### src/rtl/sound_arbiter.sv
// sound_arbiter: shares one piezo between alarm, keypad beep and lullaby (alarm > beep > lullaby),
// inserting a silent gap on every change of owner.
module sound_arbiter #(
   parameter logic [12:0] BEEP_CODE = 13'd3822,
   parameter int          BEEP_LEN  = 10,
   parameter int          GAP_LEN   = 3
) (
   input  logic        clock,
   input  logic        reset,
   input  logic        tick,
   input  logic        alarm_active,
   input  logic [12:0] alarm_beat,
   input  logic        lullaby_active,
   input  logic [12:0] lullaby_beat,
   input  logic        key_pulse,
   input  logic        mute,
   output logic [12:0] playSound,
   output logic [1:0]  owner,
   output logic        gap,
   output logic        beep_done
);
   localparam logic [2:0]  S_IDLE   = 3'd0;
   localparam logic [2:0]  S_LULL   = 3'd1;
   localparam logic [2:0]  S_BEEP   = 3'd2;
   localparam logic [2:0]  S_ALARM  = 3'd3;
   localparam logic [2:0]  S_GAP    = 3'd4;
   localparam logic [15:0] BEEP_END = 16'(BEEP_LEN - 1);
   localparam logic [15:0] GAP_END  = 16'(GAP_LEN - 1);
   localparam bit          NO_GAP   = (GAP_LEN == 0);

   logic [2:0]  r_state, w_next, r_target, w_tgt, w_pick;
   logic        r_tick_q, r_pend;
   logic [15:0] r_beep_cnt, r_gap_cnt;
   logic        w_tick_en, w_beep_req, w_lull_req, w_beep_end, w_gap_end;
   logic        w_leave, w_reload, w_done;
   logic [12:0] w_play;
   logic [1:0]  w_owner;

   assign w_tick_en  = tick & ~r_tick_q;
   assign w_beep_req = key_pulse & ~mute;
   assign w_lull_req = lullaby_active & ~mute;
   assign w_beep_end = w_tick_en && r_beep_cnt == BEEP_END;
   assign w_gap_end  = w_tick_en && r_gap_cnt == GAP_END;
   // inside a gap, a beep survives from the latched target or a press seen during the gap
   assign w_pick = alarm_active ? S_ALARM :
      (w_beep_req || (r_state == S_GAP && !mute && (r_target == S_BEEP || r_pend))) ? S_BEEP :
      w_lull_req ? S_LULL : S_IDLE;

   always_ff @(posedge clock or posedge reset) begin
      if (reset) begin
         r_state    <= S_IDLE;
         r_target   <= S_IDLE;
         r_tick_q   <= 1'b0;
         r_pend     <= 1'b0;
         r_beep_cnt <= '0;
         r_gap_cnt  <= '0;
         playSound  <= '0;
         owner      <= '0;
         gap        <= 1'b0;
         beep_done  <= 1'b0;
      end else begin
         r_tick_q   <= tick;
         r_state    <= w_next;
         r_target   <= (r_state != S_GAP) ? w_tgt : alarm_active ? S_ALARM : r_target;
         r_pend     <= r_state == S_GAP && w_next == S_GAP && (r_pend || (w_beep_req && !alarm_active));
         r_gap_cnt  <= (w_next != r_state) ? '0 : (r_state == S_GAP && w_tick_en) ? r_gap_cnt + 16'd1 : r_gap_cnt;
         r_beep_cnt <= (w_next != r_state || w_reload) ? '0 :
                       (r_state == S_BEEP && w_tick_en) ? r_beep_cnt + 16'd1 : r_beep_cnt;
         playSound  <= w_play;
         owner      <= w_owner;
         gap        <= r_state == S_GAP;
         beep_done  <= w_done;
      end
   end

   always_comb begin
      w_next   = r_state;
      w_tgt    = S_IDLE;
      w_leave  = 1'b0;
      w_reload = 1'b0;
      w_done   = 1'b0;
      case (r_state)
         S_IDLE: begin
            w_tgt   = w_pick;
            w_leave = w_pick != S_IDLE;
         end
         S_LULL: begin
            w_tgt   = alarm_active ? S_ALARM : S_BEEP;
            w_leave = alarm_active | w_beep_req;
            if (!w_leave && !w_lull_req) w_next = S_IDLE;
         end
         S_BEEP: begin
            w_tgt    = alarm_active ? S_ALARM : S_IDLE;
            w_reload = !alarm_active && !mute && key_pulse;
            w_done   = !alarm_active && !mute && !key_pulse && w_beep_end;
            w_leave  = alarm_active | w_done;
            if (!alarm_active && mute) w_next = S_IDLE;
         end
         S_ALARM: w_leave = !alarm_active;
         S_GAP:   if (w_gap_end) w_next = w_pick;
         default: w_next = S_IDLE;
      endcase
      // a target of IDLE means "re-evaluate requests when the gap is over"
      if (w_leave) w_next = NO_GAP ? (w_tgt == S_IDLE ? w_pick : w_tgt) : S_GAP;
   end

   always_comb begin
      w_play  = r_state == S_LULL ? lullaby_beat : r_state == S_BEEP ? BEEP_CODE :
                r_state == S_ALARM ? alarm_beat : 13'd0;
      w_owner = r_state[1:0];
   end
endmodule

### config.mk
export PLATFORM = sky130hd
export DESIGN_NAME = sound_arbiter
export DESIGN_NICKNAME = d
export VERILOG_FILES = /design/src/rtl/sound_arbiter.sv
export SDC_FILE = /design/constraint.sdc
export NUM_CORES = 1
export LEC_CHECK = 0
export ABC_AREA = 1
export CORE_AREA = 5 5 86 88
export CTS_CLUSTER_DIAMETER = 100
export CTS_CLUSTER_SIZE = 40
export DETAILED_ROUTE_END_ITERATION = 12
export DIE_AREA = 0 0 91 93
export PLACE_DENSITY = 0.84
export SYNTH_ARGS = -nofsm -noshare
export SYNTH_HDL_FRONTEND = slang
export SYNTH_SLANG_ARGS = --single-unit
### constraint.sdc
create_clock -name clock -period 2 [get_ports clock]
set_input_delay 0.4 -clock clock [delete_from_list [all_inputs] [get_ports clock]]
set_output_delay 0.4 -clock clock [all_outputs]
set_load 0.03 [all_outputs]
* After elaboration in Yosys (flattened, before gate mapping)
Cells that the tools add are included.
** Storage, ports and cells
- Logic and storage cells :: 82
- Input port bits :: 33
- Bits in registers :: 57
** Cells by class
- Reductions and logical operators :: 30
- Add/subtract/negate cells :: 2
- Equality and inequality tests :: 10
- Bitwise gates (word level) :: 7
- Muxes and demuxes :: 23
** Operator list (count)
- $mux 16 :: 4
- $mux 13 :: 3
- $add 16x1->16 const B :: 2
- $mux 3 :: 6
- $eq 16x2->1 const B :: 1
- $eq 16x4->1 const B :: 1
- $logic_and 1x1->1 :: 15
- $pmux 3 s4 :: 1
- $eq 3x2->1 const B :: 3
- $eq 3x3->1 const B :: 2
- $mux 2 :: 3
- $pmux 2 s3 :: 1
- $reduce_bool 2->1 :: 3
- $logic_not 1->1 :: 5
- $logic_or 1x1->1 :: 4
- $mux 1 :: 4
- $pmux 1 s4 :: 1
- $and 1x1->1 :: 3
- $eq 3x1->1 const B :: 1
- $logic_not 3->1 :: 1
- $ne 3x3->1 :: 1
- $ne 3x3->1 const B :: 1
- $reduce_bool 3->1 :: 1
- $not 1->1 :: 2
- 2 further kinds :: 3

* Logic depth before layout (Yosys ltp)
- Word-level depth :: 12
- Mapped depth :: 15
- Depth with buffers taken out :: 14

* Worst setup path after synthesis
OpenSTA, ideal clock, no wires.
- Path type :: register -> register
- Start point :: register r_gap_cnt[0]
- End point :: register r_gap_cnt[7]
- Setup time :: 0.121 ns
- Path slack :: 0.173 ns
- Period minus slack after synthesis :: 1.827 ns
- Arrival :: 1.706 ns
- Data required time :: 1.879 ns
- Buffers on the path :: 1
- Stages on the path, launching flop included :: 14
- Path through :: dfrtp_1 -> inv_1 -> ha_1 -> nor3b_1 -> nand2_1 -> nor2_1 -> nand3_1 -> nand2_1 -> nand3_1 -> nand2_1 -> nand2_2 -> nand3_4 -> buf_2 -> nor2_1
** Between the ends
- Longest elaborated chain between the ends :: 7
- Elaborated cells between the ends (all ways) :: 10
** Ends and longest elaborated chain
- from (decl) :: line 33 : logic [15:0] r_beep_cnt, r_gap_cnt;
- from (signal assigned) :: line 66 : r_gap_cnt <= (w_next != r_state) ? '0 : (r_state == S_GAP && w_tick_en) ? r_gap_cnt + 16'd1 : r_gap_cnt;
- $eq 16x2->1 :: line 43 : assign w_gap_end = w_tick_en && r_gap_cnt == GAP_END;
- $logic_and 1x1->1 :: line 43
- $mux 3 :: line 100 : S_GAP: if (w_gap_end) w_next = w_pick;
- $pmux 3 s4 :: line 82 : case (r_state)
- $mux 3 :: line 104 : if (w_leave) w_next = NO_GAP ? (w_tgt == S_IDLE ? w_pick : w_tgt) : S_GAP;
- $ne 3x3->1 :: line 66
- $mux 16 / $reduce_bool 2->1 (equally long branches)
Parallel ways exist; a longest one is shown, timed or not. The select of a mux whose other input is x is not followed.
A chain may end at the register's enable or synchronous reset.

* Worst setup path after layout
- Start point :: register r_state[0]
- End point :: register r_beep_cnt[15]
** Between the ends
- Longest elaborated chain between the ends :: 12
- Elaborated cells between the ends (all ways) :: 24
** Ends and longest elaborated chain
- from (decl) :: line 31 : logic [2:0] r_state, w_next, r_target, w_tgt, w_pick;
- from (signal assigned) :: line 63 : r_state <= w_next;
- $eq 3x3->1 :: line 46, 82
- $logic_and 1x1->1 (2 in a row) :: line 46 : (w_beep_req || (r_state == S_GAP && !mute && (r_target == S_BEEP || r_pend))) ? S_BEEP :
- $logic_or 1x1->1 :: line 46
- $mux 2 :: line 46
- $mux 2 :: line 45 : assign w_pick = alarm_active ? S_ALARM :
- $reduce_bool 3->1 / $mux 3 (equally long branches) :: line 85, 100
- $pmux 1 s4 / $pmux 3 s4 (equally long branches) :: line 82
- $mux 3 :: line 104
- $ne 3x3->1 :: line 67 : r_beep_cnt <= (w_next != r_state || w_reload) ? '0 :
- $logic_or 1x1->1 :: line 67
- $mux 16 / $reduce_bool 2->1 (equally long branches)
- to (signal assigned) :: line 67
- to (decl) :: line 33
Parallel ways exist; a longest one is shown, timed or not.

==> metrics.yaml <==
clkPwrFrac: 0.198
layout_common_cells: "71 x nand2_1, 56 x dfrtp_1, 47 x clkdlybuf4s50_1, 45 x nor2_1, 44 x buf_4"
cts.sinks: 56
die_w_um: 91
syn_area_per_cell_um2: 8.07
required_ps: 2250
power_density_nw_per_um2: 775
crit_type: "reg -> reg"
synth_cell_types: 35
clock.fmax_ghz: 0.475
cts.clk_slew.worst_paths_ps: 110
ff2ff_setup_slack_ps: -110
internal_power_uw: 2090
comb_power_share: 0.420
met3RoutedLength_um: 436
final_cells: 554
detail_route.wl_per_cell_um: 14.5
ys_ff_latch: 56
reg2reg_depth: 14
maxSlewHeadroom: 0.751
setup_viol: 32
dp_slack_ps: -462
path_max_fanout: 8
totalWireLength_um: 8010
arrival_ps: 2360
finalHoldViolCount: 0
syn_nets: 409
port_buffers: 49
area_growth_pct: 42.2
grt_pass1_wl_um: 12300
drt_first_iter_violations: 187
clk_latency_ps: 320
antennaDiodeCount: 0
hold_path.class: "in -> async"
whs_ps: 430
wl_met2_um: 4200
drv_cap: 0
multi_input_area_um2: 1580
cts-hold-fix-buffers: 0
violations: "setup timing"
ctsHtreeMaxLevel: 2
skew_ps: 12.7
antenna_found_initial: 0
viasPerCell: 5.15
start_util: 0.457
cts-root-buf: "clkbuf_8"
rr_endpoint: "r_beep_cnt[15]$_DFFE_PP0P_"
crit_path_end_kind: "flip-flop"
gr-total-overflow: 0
slew_violations: 0
finalPower_uw: 3310
io_pins: 50
dp_hpwl_um: 5220
tightest_slew_ps: 371
crit_path_start: "r_state[0]$_DFF_PP0_"
endpoint: "r_beep_cnt[15]$_DFFE_PP0P_"
final_common_cell: "nand2_1"
gp_congestion: 1.02
grtUsageTotal: 0.173
grt_setup_unrepaired: "true"
grt_pass1_vias: 2866
finalCritPeriodShare: 1.05
core_region_area_um2: 6570
netlist_area_um2: 3000
drc: 0
p_leak_uw: 0.00198
fin_crit_ps: 2110
routed.top_layer: "met4"
grt_max_degree: 57
wl_met1_um: 3160
fin_nets: 510
syn_inst: 372
power.switching_uw: 1220
rows: 30
cts_buffer_depth: 2
peakVddDrop_mv: 0.611
die-area_um2: 8460
first_pass_iters: 6
final_antenna_net_count: 0
cts_tree: "done"
worst_slack_ps: -107
regArea_um2: 1400
timing.setup.tns_ps: -2030
fill_cells: 466
die_h_um: 93
swShare: 0.368
yosysSeqAreaShare: 0.467
status: "finished, violations left"
post_route_cells_drive_above_1_share: 0.266
vias: 2854
p_seq_frac: 0.381
critPathLaunchType: "flip-flop"
r2r_start: "r_state[0]$_DFF_PP0_"
yosysWarnings: 0
cts_buffers: 5
placedCellCount: 532
## through the flow
| stage | instance area, um^2 | util |
|---|---|---|
| finish | 4270 | 0.650 |
| global route | 4270 | 0.650 |
| CTS | 3980 | 0.606 |
| detailed placement | 3840 | 0.585 |
| global placement | 3840 | 0.585 |
| floorplan | 3000 | - |
## how the worst min path moves through the flow
stage / to / cells after the start / start
3_5_place_dp: r_target[1]$_DFFE_PP0P_ / 2 / r_target[1]$_DFFE_PP0P_
6_report: r_gap_cnt[15]$_DFFE_PP0P_ / 3 / reset
2_1_floorplan: r_tick_q$_DFF_PP0_ / 0 / tick
4_1_cts: r_beep_cnt[6]$_DFFE_PP0P_ / 3 / reset
5_1_grt: r_beep_cnt[6]$_DFFE_PP0P_ / 3 / reset
3_3_place_gp: r_target[1]$_DFFE_PP0P_ / 2 / r_target[1]$_DFFE_PP0P_
## metal layers
layer | up-vias | global-route usage
met1 | 1364 | 0.201
met4 | 0 | 0.0697
met5 | - | 0
met3 | 23 | 0.0386
li1 | 1366 | -
met2 | 101 | 0.308
## cell type report
type / count / share of cell area
inverters: 48 / 0.0422
flip-flops and latches: 56 / 0.328
clock buffers: 7 / 0.0202
multi-input cells: 265 / 0.371
clock inverters: 1 / 0.00176
repair buffers: 97 / 0.213
well taps: 80 / 0.0234
## critical path, stage by stage (launching register included)
cell and delay [ps]:
dfrtp_1 420, inv_2 130, nand2_4 80, nor2_4 160, nand2_2 70, nand2_2 80
nand2_2 60, nand2_2 70, nand3_2 80, nor2_4 200, nand3_2 140, nand2_4 130
nand4_4 130, clkbuf_16 200, nor2_1 80
## flip-flops by register name, summed over array words and instances, names as in the netlist
register / count
r_beep_cnt: 16
r_gap_cnt: 16
playSound: 13
r_state: 3
owner: 2
r_target: 2
beep_done: 1
gap: 1
r_pend: 1
r_tick_q: 1
## timing repair
item	CTS	global route
cloned	0	2
pin swaps	2	17
endpoints found under the setup margin	32	32
gates resized for setup	4	52
setup buffers	2	10
## synth_stat cells, drive strengths merged
master,number,share of area
clkbuf,2,0.0025
nand2,88,0.12
ha,4,0.017
o21ai,18,0.030
nor2,79,0.12
nor3b,1,0.0025
dfrtp,56,0.47
nand4,9,0.024
nand3b,1,0.0025
nand3,18,0.038
o31ai,2,0.0050
a22o,4,0.012
xnor2,2,0.0058
inv,48,0.060
o21bai,1,0.0025
nor3,9,0.020
a21oi,3,0.0050
a31oi,1,0.0021
and3,1,0.0021
or2,1,0.0021
nor4,2,0.0042
xor2,19,0.055
a21boi,1,0.0025
buf,2,0.0054
## power by group through the flow
stage	Clock [uW]	Combinational [uW]	Sequential (uW)
CTS	669	1010	1260
global placement	0	910	1270
floorplan	0	549	1330
global route	712	1480	1270
detailed placement	0	937	1280
finish	657	1390	1260
## cells by family (layout without fill, tap and decap cells)
kind of cell               Yosys count  in the layout  share of synthesized area
AOI/OAI and AO/OA                   30             30                     0.0588
xor gates and xnor gates            21             21                     0.0613
adders and majority gates            4              4                     0.0167
buffers and inverters               52            153                     0.0679
DFF                                 56             56                      0.467
and+or+nand+nor                    209            210                      0.329
Power figures use the tool's default switching activity.
